==> config.mk <==
export PLATFORM = sky130hd
export DESIGN_NAME = rv_addr_xlate
export DESIGN_NICKNAME = d
export VERILOG_FILES = /design/src/rtl/rv_pkg.sv /design/src/rtl/rv_xlate_region_match.sv /design/src/rtl/rv_addr_xlate.sv
export SDC_FILE = /design/constraint.sdc
export NUM_CORES = 1
export LEC_CHECK = 0
export BUFFER_PORTS_ARGS = -buffer_cell sky130_fd_sc_hd__buf_2
export CAP_MARGIN = 5
export CELL_PAD_IN_SITES_DETAIL_PLACEMENT = 2
export CELL_PAD_IN_SITES_GLOBAL_PLACEMENT = 2
export CORE_MARGIN = 2
export CORE_UTILIZATION = 30
export DETAILED_ROUTE_END_ITERATION = 16
export GPL_ROUTABILITY_DRIVEN = 0
export PLACE_DENSITY = 0.71
export SYNTH_ARGS = -nofsm -noshare
export SYNTH_HDL_FRONTEND = slang
export SYNTH_SLANG_ARGS = --single-unit
==> constraint.sdc <==
create_clock -name clk_i -period 7.04 [get_ports clk_i]
set_input_delay 1.76 -clock clk_i [delete_from_list [all_inputs] [get_ports clk_i]]
set_output_delay 1.76 -clock clk_i [all_outputs]
set_load 0.03 [all_outputs]
==> src/rtl/rv_pkg.sv <==
// rv_pkg: shared core constants plus the address-translator table types.
//   RV_XLEN / RV_MEM_LEN : core and on-chip memory address widths
//   RV_MEM_GATE          : boundary of the fixed two-window memory map
//   RV_OFF_LO / RV_OFF_HI: offsets subtracted in the low / high windows
//   xlate_*              : region-table field select, entry struct, reset table
package rv_pkg;

   localparam int          RV_XLEN     = 32;
   localparam int          RV_MEM_LEN  = 20;
   localparam logic [31:0] RV_MEM_GATE = 32'h000F_FFFF;
   localparam logic [31:0] RV_OFF_LO   = 32'h0001_0094;
   localparam logic [31:0] RV_OFF_HI   = 32'h7FEF_FDB0;

   localparam int XLATE_N_REGIONS = 4;

   typedef enum logic [1:0] {XF_BASE, XF_LIMIT, XF_OFFSET, XF_EN} xlate_field_e;

   typedef struct packed {
      logic [RV_XLEN-1:0] base;
      logic [RV_XLEN-1:0] limit;
      logic [RV_XLEN-1:0] offset;
      logic               en;
   } xlate_region_t;

   // Entries 0/1 rebuild the legacy two-window map; everything else starts disabled.
   function automatic xlate_region_t xlate_default(input int r);
      xlate_region_t e;
      e = '0;
      if (r == 0) begin
         e.limit  = RV_MEM_GATE - 32'd1;
         e.offset = RV_OFF_LO;
         e.en     = 1'b1;
      end else if (r == 1) begin
         e.base   = RV_MEM_GATE;
         e.limit  = 32'hFFFF_FFFF;
         e.offset = RV_OFF_HI;
         e.en     = 1'b1;
      end
      return e;
   endfunction

   localparam xlate_region_t XLATE_DEFAULT_TABLE [XLATE_N_REGIONS] = '{
      xlate_default(0), xlate_default(1), xlate_default(2), xlate_default(3)
   };

endpackage

==> src/rtl/rv_xlate_region_match.sv <==
// rv_xlate_region_match: compare one address against one region table entry.
//   addr_i      : core address
//   region_i    : table entry {base, limit, offset, en}
//   hit_o       : enabled and base <= addr <= limit (unsigned)
//   underflow_o : addr below the region offset
//   diff_o      : addr - offset, full width (upper bits flag out-of-range)
module rv_xlate_region_match
   import rv_pkg::*;
#(
   parameter int XLEN = RV_XLEN
) (
   input  logic [XLEN-1:0] addr_i,
   input  xlate_region_t   region_i,
   output logic            hit_o,
   output logic            underflow_o,
   output logic [XLEN-1:0] diff_o
);

   // base > limit naturally yields no hit.
   assign hit_o       = region_i.en && (addr_i >= region_i.base) && (addr_i <= region_i.limit);
   assign underflow_o = addr_i < region_i.offset;
   assign diff_o      = addr_i - region_i.offset;

endmodule

==> src/rtl/rv_addr_xlate.sv <==
// rv_addr_xlate: runtime-programmable N-region core->memory address translator.
//   clk_i, arstn_i            : clock, async active-low reset
//   req_valid_i/req_ready_o   : request handshake, req_addr_i core address
//   rsp_valid_o/rsp_ready_i   : result handshake (one registered stage)
//   rsp_addr_o/fault_o/region_o: translated address, fault flag, matched region
//   cfg_we_i/idx_i/field_i/wdata_i: region table write port
//   fault_cnt_o               : saturating count of faulting results loaded
module rv_addr_xlate
   import rv_pkg::*;
#(
   parameter int XLEN      = RV_XLEN,
   parameter int MEM_LEN   = RV_MEM_LEN,
   parameter int N_REGIONS = XLATE_N_REGIONS,
   parameter int CNT_W     = 16,
   localparam int IW       = (N_REGIONS > 1) ? $clog2(N_REGIONS) : 1
) (
   input  logic               clk_i,
   input  logic               arstn_i,
   input  logic               req_valid_i,
   output logic               req_ready_o,
   input  logic [XLEN-1:0]    req_addr_i,
   output logic               rsp_valid_o,
   input  logic               rsp_ready_i,
   output logic [MEM_LEN-1:0] rsp_addr_o,
   output logic               rsp_fault_o,
   output logic [IW-1:0]      rsp_region_o,
   input  logic               cfg_we_i,
   input  logic [IW-1:0]      cfg_idx_i,
   input  logic [1:0]         cfg_field_i,
   input  logic [XLEN-1:0]    cfg_wdata_i,
   output logic [CNT_W-1:0]   fault_cnt_o
);

   xlate_region_t          tbl_q [N_REGIONS];
   logic [N_REGIONS-1:0]   hit, unf;
   logic [XLEN-1:0]        diff [N_REGIONS];

   logic                   rsp_valid_q, rsp_fault_q;
   logic [MEM_LEN-1:0]     rsp_addr_q;
   logic [IW-1:0]          rsp_region_q;
   logic [CNT_W-1:0]       fault_cnt_q;

   logic                   fault_d, any_hit;
   logic [MEM_LEN-1:0]     addr_d;
   logic [IW-1:0]          region_d;
   logic                   accept;

   for (genvar g = 0; g < N_REGIONS; g++) begin : g_match
      rv_xlate_region_match #(.XLEN(XLEN)) u_match (
         .addr_i      (req_addr_i),
         .region_i    (tbl_q[g]),
         .hit_o       (hit[g]),
         .underflow_o (unf[g]),
         .diff_o      (diff[g])
      );
   end

   // Table writes are independent of the handshake; the compare path sees the
   // old table during the write cycle because tbl_q updates at the edge.
   always_ff @(posedge clk_i or negedge arstn_i) begin
      if (!arstn_i) begin
         for (int r = 0; r < N_REGIONS; r++) tbl_q[r] <= xlate_default(r);
      end else if (cfg_we_i && (int'(cfg_idx_i) < N_REGIONS)) begin
         case (xlate_field_e'(cfg_field_i))
            XF_BASE:   tbl_q[cfg_idx_i].base   <= cfg_wdata_i;
            XF_LIMIT:  tbl_q[cfg_idx_i].limit  <= cfg_wdata_i;
            XF_OFFSET: tbl_q[cfg_idx_i].offset <= cfg_wdata_i;
            default:   tbl_q[cfg_idx_i].en     <= cfg_wdata_i[0];
         endcase
      end
   end

   // Priority encode: scanning downward leaves the lowest-index hit selected.
   always_comb begin
      region_d = '0;
      any_hit  = 1'b0;
      for (int r = N_REGIONS - 1; r >= 0; r--) begin
         if (hit[r]) begin
            region_d = IW'(r);
            any_hit  = 1'b1;
         end
      end
      fault_d = !any_hit || unf[region_d] || (|diff[region_d][XLEN-1:MEM_LEN]);
      addr_d  = fault_d ? '0 : diff[region_d][MEM_LEN-1:0];
   end

   assign req_ready_o = !rsp_valid_q || rsp_ready_i;
   assign accept      = req_valid_i && req_ready_o;

   always_ff @(posedge clk_i or negedge arstn_i) begin
      if (!arstn_i) begin
         rsp_valid_q  <= 1'b0;
         rsp_addr_q   <= '0;
         rsp_fault_q  <= 1'b0;
         rsp_region_q <= '0;
         fault_cnt_q  <= '0;
      end else begin
         if (accept) begin
            rsp_valid_q  <= 1'b1;
            rsp_addr_q   <= addr_d;
            rsp_fault_q  <= fault_d;
            rsp_region_q <= region_d;
            if (fault_d && (fault_cnt_q != '1)) fault_cnt_q <= fault_cnt_q + 1'b1;
         end else if (rsp_ready_i) begin
            rsp_valid_q <= 1'b0;
         end
      end
   end

   assign rsp_valid_o  = rsp_valid_q;
   assign rsp_addr_o   = rsp_addr_q;
   assign rsp_fault_o  = rsp_fault_q;
   assign rsp_region_o = rsp_region_q;
   assign fault_cnt_o  = fault_cnt_q;

endmodule

==> summary.md, run 1 <==
| Metric | Value |
|---|---|
| Status | `complete, no violations` |
| Met2 Usage GRT | `35.8%` |
| #FFs+latches synth | `428` |
| Post-CTS Setup Inserts | `0` |
| Max incr delay on CP | `0.53 ns` |
| Cell leakage power | `0.0160 µW` |
| Worst Path Required | `7.56 ns` |
| Clk pwr share | `26.5%` |
| P per Cell Area | `310 mW/mm²` |
| Setup Viol. Count Final | `0` |
| Setup tns final | `0 ns` |
| Buf/Inv on CP | `4` |
| GRT Residual Overflow | `0` |
| Final Util | `34.2%` |
| PostCTS Resize Cnt | `0` |
| Post-route cell area | `0.0342 mm²` |
| Total track usage | `21.1%` |
| Vias in the first global route | `28000` |
| Setup crit end kind | `register` |
| CTS Buffer Depth | `3` |
| Nets | `3926` |
| Sw Ratio | `38.9%` |
| Layout cells sized above 1 | `16.1%` |
| H-tree depth reported by CTS | `2` |
| Post-Synth Adder-Cell Area | `16.2%` |
| Antenna Nets Post-Route | `0` |
| Layout fillers | `11200` |
| Slew of the pin with the lowest slew margin | `0.971 ns` |
| Mux cell area share after synthesis | `7.39%` |
| Max Clock Skew | `0.0300 ns` |
| Flop pwr share | `31.4%` |
| Hold path startpoint | `rsp_region_o[0]$_DFFE_PN0P_` |
| Via count | `25500` |
| Gr busiest metal | `met2` |
| Placed Area | `0.0324 mm²` |
| Hold Crit Class | `register to register` |
| Pre-Repair DR Iteration Count | `5` |
| Max transition margin | `35.1%` |
| Post-route DRC | `0` |
| Initial core utilization | `30.2%` |
| Avg Cell Area, Syn | `8.97 µm²` |
| Post-synth top cells | `inv_1, nand2_1, ha_1` |
| R2R cell count | `18` |
| Logic gate share of total power | `42.0%` |
| Peak VDD IR | `0.000187 V` |
| Port bufs | `113` |
| Max Fanout on Critical Path | `14` |
| Initial antenna violation count | `3` |
| Root buf cell | `clkbuf_16` |
| Main combinational cell family by area after synthesis | `compound AO/OA/AOI/OAI gates` |
| Dominant cells by area after synthesis | `dfrtp_1, ha_1, dfstp_2` |
| CP arrival | `6.51 ns` |
| Area growth syn-to-layout | `13.1%` |
| Hold path endpoint | `rsp_region_o[0]$_DFFE_PN0P_` |
| CP Launch Type | `input port` |
| Final Non-Filler Cells | `4807` |
| Area leader, netlist | `dfrtp_1` |
| Fin crit period | `5.99 ns` |
| Ys flop type | `dfrtp_1` |
| DP HPWL | `81200 µm` |
| Largest net degree at the start of global routing | `128` |
| GR met1 Demand/Resource | `29.5%` |
| Synth unique cells | `77` |
| Slew Limit Fails | `0` |
| Post-synth net total | `3835` |
| Core area | `0.100 mm²` |
| Clock transition at path regs | `0.06 ns` |
| Simple-gate share of the synthesized area | `12.7%` |
| Number of max-cap violations | `0` |
| Slowest-stage cell, CP | `a2111oi_0` |
| Count leader, synth | `inv_1` |
| EDFF count, synth | `0` |
| Sink Count | `428` |
| Xor/xnor share of the synthesized area | `3.07%` |
| CTS tree | `built` |
| # IOs | `114` |
| First-pass GRT wire length | `169000 µm` |
| Site row count | `116` |
| CTS Buf Count | `55` |
| R2R setup slack | `2.20 ns` |
| Cell Area, Synth | `0.0302 mm²` |
| CP top delay family | `simple AND/OR/NAND/NOR gates` |
| Share of the synthesized area in the top cell type | `27.1%` |
| RSZ-0062 raised after global routing | `no` |
| Latest clock arrival within the worst-skew pair | `0.64 ns` |
| Peak Freq | `0.167 GHz` |
| Die W | `322 µm` |
| Final WL | `108000 µm` |
| Kind of critical path | `input port to register` |
| Full die area | `0.103 mm²` |
| Compound-gate portion of the synthesized area | `18.0%` |
| Placed cells | `4705` |
| Reg2Reg Capture Point | `fault_cnt_o[1]$_DFFE_PN0P_` |
| Die H | `322 µm` |
| Hold_buf cts | `0` |
| Worst-path cell chain | `buf_2 > inv_1 > buf_4 > ha_1 > nand2b_1 > a2111oi_0 > nor4_1 > or4_1 > a31oi_1 > nor3_1 > o21ai_1 > nand2_1 > nor4_1 > nor3_1 > nor3_2 > buf_12 > nor2_1 > mux2_1` |
| Wire length per cell | `22.5 µm` |
| DRT iter0 DRCs | `1129` |
| WHS Path Cells | `2` |
| Syn Inst Count | `3373` |
| Sequential-to-total area share from yosys stat | `35.8%` |
| Async set-or-reset flop fraction in the synthesized netlist | `100%` |
| Final Cycle Share | `85.1%` |
| Ys Warns | `0` |
| DR vias/cell | `5.29` |
| Met3 usage in global routing | `2.14%` |
| Final hold vios | `0` |
| Switching power | `4120 µW` |
| Stages on worst setup path | `18` |
| Internal power | `6470 µW` |
| Min Hold Slack | `0.477 ns` |
## worst reg2reg max path, stage by stage, from the launching register on
cell	delay, ns
dfrtp_1	0.38
ha_1	0.19
inv_1	0.07
fa_1	0.24
a211oi_1	0.11
o21ai_1	0.51
o21a_1	0.27
o31ai_1	0.09
buf_4	0.17
o41ai_2	0.52
nand3_1	0.20
a2111oi_0	0.39
nand4_1	0.21
o32ai_1	0.38
nor3_1	0.11
nor3_2	0.31
buf_12	0.19
nor2_1	0.09
mux2_1	0.31
## logic make-up (layout without fill, tap and decap cells)
| kind of cell | count (synthesis) | count (layout) |
|---|---|---|
| other | 0 | 1 |
| multiplexers | 200 | 200 |
| flip-flops | 428 | 428 |
| buffers and inverters | 548 | 683 |
| AO/OA/AOI/OAI | 889 | 889 |
| XOR/XNOR | 106 | 106 |
| AND/OR/NAND/NOR | 813 | 813 |
| adder cells (fa/ha/maj) | 389 | 389 |
## cell usage in the layout (no fill, tap or decap), types with 24 or more instances in the layout
master,synthesis,routed
clkbuf_16,0,57
ha_1,385,385
a21o_1,83,82
xor2_1,39,39
xnor2_1,67,67
dfrtp_1,327,327
nand2_1,406,405
inv_1,412,412
buf_4,1,53
dfstp_2,101,101
clkbuf_1,120,24
buf_2,2,112
o21ai_0,343,343
o211ai_1,33,33
nand3_1,57,57
mux2_2,176,176
nand2b_1,26,26
nand4_1,46,46
a21oi_1,221,221
nor2_1,113,107
## stage by stage
| stage | total power (µW) | worst slack [ns] |
|---|---|---|
| floorplan | 6300 | 1.38 |
| global placement | 7620 | 0.495 |
| detailed placement | 7800 | 0.412 |
| CTS | 10700 | 1.08 |
| global route | 11400 | 0.818 |
| finish | 10600 | 1.05 |
## area by class of cell
cell class	instances	area, µm²	area share (%)
clock inverter	8	71.3	0.209
sequential	428	10800	31.7
clock buffer	93	1680	4.92
inverter	412	1550	4.52
antenna	1	2.50	0.00732
multi-input combinational	2397	17400	50.8
tap	1298	1620	4.75
timing repair buffer	170	1050	3.08
## power groups by stage
| stage | Clock (µW) | Combinational [µW] | Sequential, µW |
|---|---|---|---|
| floorplan | 0 | 2950 | 3340 |
| global placement | 0 | 4280 | 3340 |
| detailed placement | 0 | 4430 | 3370 |
| CTS | 2910 | 4480 | 3330 |
| global route | 2990 | 5000 | 3400 |
| finish | 2810 | 4450 | 3330 |
## worst max path at each step
stage                    from                    endpoint
2_1_floorplan   req_addr_i[0]  fault_cnt_o[1]$_DFFE_PN0P_
3_3_place_gp   req_addr_i[26]  fault_cnt_o[1]$_DFFE_PN0P_
3_5_place_dp   req_addr_i[26]  fault_cnt_o[1]$_DFFE_PN0P_
4_1_cts         req_addr_i[0]  fault_cnt_o[1]$_DFFE_PN0P_
5_1_grt         req_addr_i[0]  fault_cnt_o[1]$_DFFE_PN0P_
6_report        req_addr_i[0]  fault_cnt_o[1]$_DFFE_PN0P_
## metal layers
layer  wire length [µm]  share of wire, %  vias up
li1                   -                 -    12000
met1              52500                48    13100
met2              51400                47      280
met3               2920               2.7       83
met4               1500               1.4        0
met5                  0                 0        -
Power figures use the tool's default switching activity.
==> run 2, diff against run 1 <==
--- a/config.mk
+++ b/config.mk
@@ -13,7 +13,8 @@
 export CORE_UTILIZATION = 30
 export DETAILED_ROUTE_END_ITERATION = 16
 export GPL_ROUTABILITY_DRIVEN = 0
-export PLACE_DENSITY = 0.71
+export PLACE_DENSITY = 0.69
 export SYNTH_ARGS = -nofsm -noshare
 export SYNTH_HDL_FRONTEND = slang
+export SYNTH_HIERARCHICAL = 1
 export SYNTH_SLANG_ARGS = --single-unit
==> run 2 against run 1 <==
  * Cell area rose by 2.1%
  * Register-to-register slack got worse by 0.04 ns
  * First-iteration DRC count fell by 31%
  * Critical endpoint unchanged
  * Combinational power fell by 0.9%
  * Non-clock buffer count fell by 32
  * Synthesized area rose by 2.3%
  * Routed wire length fell by 6.1%
  * Clock skew fell by 0.010 ns
  * Via count fell by 7.0%
==> summary.md, run 2 <==
| Metric | Value |
|---|---|
| Sequential-to-total area share from yosys stat | `35.0%` |
| First-pass GRT wire length | `159000 µm` |
| Setup tns final | `0 ns` |
| Cell Area, Synth | `0.0309 mm²` |
| Die W | `325 µm` |
| Die H | `325 µm` |
| Max transition margin | `18.8%` |
| Kind of critical path | `input port to register` |
| Post-synth net total | `3571` |
| Synth unique cells | `66` |
| CP arrival | `6.40 ns` |
| Initial antenna violation count | `3` |
| Port bufs | `113` |
| Final setup margin | `1.17 ns` |
| Sink Count | `428` |
| Post-synth top cells | `inv_1, ha_1, mux2_2` |
| Ys flop type | `dfrtp_1` |
| CTS Buffer Depth | `3` |
| Async set-or-reset flop fraction in the synthesized netlist | `100%` |
| Clock transition at path regs | `0.06 ns` |
| Full die area | `0.106 mm²` |
| Placed Area | `0.0330 mm²` |
| Fin crit period | `5.87 ns` |
| Max Clock Skew | `0.0199 ns` |
| Area growth syn-to-layout | `12.8%` |
| Count leader, synth | `inv_1` |
| RSZ-0062 raised after global routing | `no` |
| DP HPWL | `76200 µm` |
| Share of the synthesized area in the top cell type | `26.4%` |
| Ys Warns | `6` |
| Total track usage | `19.3%` |
| Initial core utilization | `30.3%` |
| Post-route DRC | `0` |
| Place WS | `0.505 ns` |
| Hold_buf cts | `0` |
| Post-CTS Setup Inserts | `0` |
| #FFs+latches synth | `428` |
| Syn Inst Count | `3109` |
| Via count | `23700` |
| Area leader, netlist | `dfrtp_1` |
| # IOs | `114` |
| Status | `complete, no violations` |
| Most common cell after layout, fill and taps aside | `inv_1` |
| Antenna Nets Post-Route | `0` |
| Nets | `3660` |
| Final Cycle Share | `83.3%` |
| CP Launch Type | `input port` |
| Cell leakage power | `0.0166 µW` |
| EDFF count, synth | `0` |
| Number of max-cap violations | `0` |
| Layout cells sized above 1 | `24.7%` |
| GRT Residual Overflow | `0` |
| Avg Cell Area, Syn | `9.95 µm²` |
| Slew of the pin with the lowest slew margin | `1.22 ns` |
| Placed cells | `4510` |
| Post-route cell area | `0.0349 mm²` |
| Largest net degree at the start of global routing | `93` |
| Wire length per cell | `22.0 µm` |
| Final Power | `10800 µW` |
| DR vias/cell | `5.13` |
| Setup Viol. Count Final | `0` |
| Dominant cells by area after synthesis | `dfrtp_1, ha_1, mux2_2` |
| PostCTS Resize Cnt | `0` |
| P per Cell Area | `310 mW/mm²` |
| DRT iter0 DRCs | `779` |
| Site row count | `117` |
| Most frequent cells in the layout | `inv_1, ha_1, mux2_2` |
| Final Non-Filler Cells | `4613` |
| Peak VDD IR | `0.000175 V` |
| Worst Path Required | `7.57 ns` |
| Root buf cell | `clkbuf_16` |
| CTS tree | `built` |
| Hold Crit Class | `register to register` |
| Max Fanout on Critical Path | `8` |
| H-tree depth reported by CTS | `2` |
| Peak Freq | `0.170 GHz` |
| Setup crit end kind | `register` |
| Latest clock arrival within the worst-skew pair | `0.64 ns` |
| Vias in the first global route | `26500` |
| Slew Limit Fails | `0` |
| Final hold vios | `0` |
| Pre-Repair DR Iteration Count | `5` |
| CTS Buf Count | `54` |
| Core area | `0.102 mm²` |
| Final WL | `102000 µm` |
==> run 2: cell count changes in the layout (fill, tap and decap cells not counted), sizes merged, moves of 29 or more <==
cell / previous run / this run
mux2: 177 / 392
o21ai: 349 / 108
nand4: 46 / 83
a21o: 83 / 173
buf: 170 / 138
nand2: 406 / 152
o211ai: 33 / 4
==> run 2: logic make-up after synthesis <==
logic type | synth area share [%]
compound gates | 14.0
simple gates | 9.72
buf+inv | 6.68
flops | 35.0
mux | 15.8
fa+ha+maj | 15.8
xor+xnor | 2.94
==> run 2: final timing paths <==
| check | from | end | slack [ns] | depth (start not counted) |
|---|---|---|---|---|
| min in group asynchronous | arstn_i | async pin | 1.15 | 1 |
| max in group asynchronous | arstn_i | async pin | 4.71 | 2 |
| min reg2reg | rsp_addr_o[8]$_DFFE_PN0P_ | rsp_addr_o[8]$_DFFE_PN0P_ | 0.47 | 2 |
| max reg2reg | register | fault_cnt_o[1]$_DFFE_PN0P_ | 2.16 | 15 |
| max | req_addr_i[0] | fault_cnt_o[1]$_DFFE_PN0P_ | 1.17 | 17 |
| min | rsp_addr_o[8]$_DFFE_PN0P_ | rsp_addr_o[8]$_DFFE_PN0P_ | 0.47 | 2 |
==> run 2: layout make-up <==
| cell class | instances | area [µm²] |
|---|---|---|
| inverter | 420 | 1580 |
| fill | 11200 | 67100 |
| multi-input combinational | 2156 | 18100 |
| clock buffer | 83 | 1640 |
| clock inverter | 18 | 234 |
| sequential | 428 | 10800 |
| timing repair buffer | 138 | 801 |
| antenna | 2 | 5.00 |
| tap | 1368 | 1710 |
==> run 2: layer usage <==
| metal | share of wire, % | global-route usage [%] | wire length (µm) | vias up |
|---|---|---|---|---|
| li1 | - | - | - | 11200 |
| met1 | 48 | 25.6 | 48300 | 12100 |
| met2 | 48 | 33.2 | 48700 | 250 |
| met3 | 2.3 | 2.24 | 2330 | 110 |
| met4 | 2.3 | 4.67 | 2330 | 0 |
| met5 | 0 | 0 | 0 | - |
==> run 2: where the power goes <==
group	internal, µW	switching, µW
registers	3110	305
clock network	1780	1190
logic	1890	2520
==> run 2: per-stage QoR <==
step                hold WS, ns  utilization, %
global placement          0.462            32.4
detailed placement        0.458            32.4
floorplan                 0.479               -
CTS                       0.472            34.2
global route              0.506            34.2
finish                    0.468            34.2
==> run 2: critical path, cell delays in order <==
cell	delay, ns
buf_2	0.11
inv_1	0.10
ha_1	0.25
fa_1	0.42
nor2b_1	0.17
o2111ai_1	0.16
a21oi_1	0.33
nor2_1	0.15
o21ai_0	0.41
a21boi_0	0.27
o21ai_0	0.30
xor2_1	0.09
or4_1	0.41
o41a_1	0.41
a211oi_4	0.48
or2_2	0.23
mux2_2	0.33
==> run 3, diff against run 2 <==
==> constraint.sdc (replaced) <==
create_clock -name clk_i -period 5.4 [get_ports clk_i]
set_input_delay 1.35 -clock clk_i [delete_from_list [all_inputs] [get_ports clk_i]]
set_output_delay 1.35 -clock clk_i [all_outputs]
set_load 0.03 [all_outputs]
==> run 3 against run 2 <==
  * Clock-buffer cell count increased by 1
  * Non-clock buffer count increased by 183
  * Routed wire length up 4.4%
  * Cell area rose by 4.5%
  * Sequential share of layout area decreased by 1.3 points
  * Clock skew about the same
  * Sequential cell count did not move
  * Die area did not move
==> summary.md, run 3 (synthesis results as in run 2) <==
| Metric | Value |
|---|---|
| Status | `complete, no violations` |
| Pre-Repair DR Iteration Count | `5` |
| Slew Limit Fails | `0` |
| Max Clock Skew | `0.0196 ns` |
| Root buf cell | `clkbuf_16` |
| Site row count | `117` |
| Initial antenna violation count | `5` |
| Latest clock arrival within the worst-skew pair | `0.66 ns` |
| Setup tns final | `0 ns` |
| # IOs | `114` |
| Layout cells sized above 1 | `28.8%` |
| RSZ-0062 raised after global routing | `no` |
| CP Launch Type | `input port` |
| Port bufs | `113` |
| Antenna Nets Post-Route | `0` |
| Worst Path Required | `5.94 ns` |
| Final Util | `35.7%` |
| First-pass GRT wire length | `166000 µm` |
| Final hold vios | `0` |
| Peak Freq | `0.196 GHz` |
| Die H | `325 µm` |
| Initial core utilization | `30.3%` |
| H-tree depth reported by CTS | `2` |
| Via count | `24700` |
| Most common cell after layout, fill and taps aside | `inv_1` |
| Hold Crit Class | `register to register` |
| Max transition margin | `23.9%` |
| Clock transition at path regs | `0.06 ns` |
| Final Cycle Share | `94.6%` |
| Setup Viol. Count Final | `0` |
| Most frequent cells in the layout | `inv_1, ha_1, mux2_2` |
| Wire length per cell | `22.1 µm` |
| Cell leakage power | `0.0175 µW` |
| Setup crit end kind | `register` |
| Final setup margin | `0.293 ns` |
| Final WL | `106000 µm` |
| CTS tree | `built` |
| CTS Buffer Depth | `3` |
| Sink Count | `428` |
| CTS Buf Count | `56` |
| Peak VDD IR | `0.000265 V` |
| Max Fanout on Critical Path | `9` |
| Slew of the pin with the lowest slew margin | `1.14 ns` |
| Largest net degree at the start of global routing | `93` |
| Fin crit period | `5.11 ns` |
| Kind of critical path | `input port to register` |
| DR vias/cell | `5.15` |
| Nets | `3845` |
| P per Cell Area | `406 mW/mm²` |
| Core area | `0.102 mm²` |
| Vias in the first global route | `28200` |
| Full die area | `0.106 mm²` |
| DRT iter0 DRCs | `827` |
| Place WS | `-0.357 ns` |
| GRT Residual Overflow | `0` |
| Number of max-cap violations | `0` |
| Total track usage | `20.1%` |
| DP HPWL | `80100 µm` |
| Die W | `325 µm` |
| Post-route DRC | `0` |
| Area growth syn-to-layout | `17.8%` |
| CP arrival | `5.65 ns` |
-- run 3: changes by cell type in the layout (fill, tap and decap cells not counted), sizes merged --
cell and delta:
buf +183, bufinv +3, clkbuf +1, clkinv +3, clkinvlp -3, diode -1, inv +1
-- run 3: metrics by stage --
step | power, µW | instance area [µm²] | cells | hold WS (ns)
2_1_floorplan | 8490 | 30900 | 3109 | 0.479
3_3_place_gp | 10400 | 34400 | 4693 | 0.458
3_5_place_dp | 10700 | 34400 | 4693 | 0.462
4_1_cts | 15000 | 36500 | 4799 | 0.479
5_1_grt | 15800 | 36500 | 4799 | 0.503
6_report | 14800 | 36500 | 4800 | 0.474
-- run 3: cell type report --
class	instances	area (µm²)
Inverter	420	1580
Sequential cell	428	10800
Clock inverter	22	344
Clock buffer	84	1680
Antenna cell	1	2.50
Tap cell	1368	1710
Multi-Input combinational cell	2156	18100
Fill cell	11200	65600
Timing Repair Buffer	321	2210
-- run 3: per-layer routing --
layer / up-vias / GRT usage [%] / routed length (µm)
met5: - / 0 / 13
met1: 12700 / 26.3 / 49300
li1: 11500 / - / -
met2: 312 / 35.1 / 51500
met3: 138 / 2.08 / 2710
met4: 2 / 5.45 / 2640
-- run 3: power by group --
part | internal (µW) | switching (µW)
clock | 2530 | 1590
combinational | 2810 | 3400
sequential | 4060 | 404
total | 9400 | 5400
-- run 3: path summary, 6_finish.rpt --
path,start,cells past startpoint,to,slack [ns]
min in group asynchronous,arstn_i,1,rsp_addr_o[6]$_DFFE_PN0P_,0.71
max in group asynchronous,arstn_i,2,async pin,3.67
setup reg to reg,register,19,fault_cnt_o[1]$_DFFE_PN0P_,0.80
hold reg to reg,rsp_addr_o[8]$_DFFE_PN0P_,2,rsp_addr_o[8]$_DFFE_PN0P_,0.47
setup / recovery,req_addr_i[1],20,fault_cnt_o[1]$_DFFE_PN0P_,0.29
hold / removal,rsp_addr_o[8]$_DFFE_PN0P_,2,rsp_addr_o[8]$_DFFE_PN0P_,0.47
-- run 3: repair_timing --
item / in CTS / in global routing
hold buffers: 0 / 0
setup endpoints to repair: 0 / 5
gates resized for setup: 0 / 1
buffers inserted: 0 / 0
-- run 3: worst max-delay path, cell delays in order --
cell,delay [ns]
buf_2,0.25
inv_1,0.11
fa_1,0.48
nor2b_1,0.20
o2111ai_1,0.18
a21oi_1,0.16
buf_4,0.14
a21oi_1,0.13
o41ai_2,0.37
buf_4,0.19
a21o_1,0.16
mux2i_1,0.24
o211ai_1,0.13
nor4_1,0.23
nand2_1,0.09
o41a_1,0.35
a211oi_4,0.20
buf_4,0.20
or2_2,0.15
mux2_2,0.32
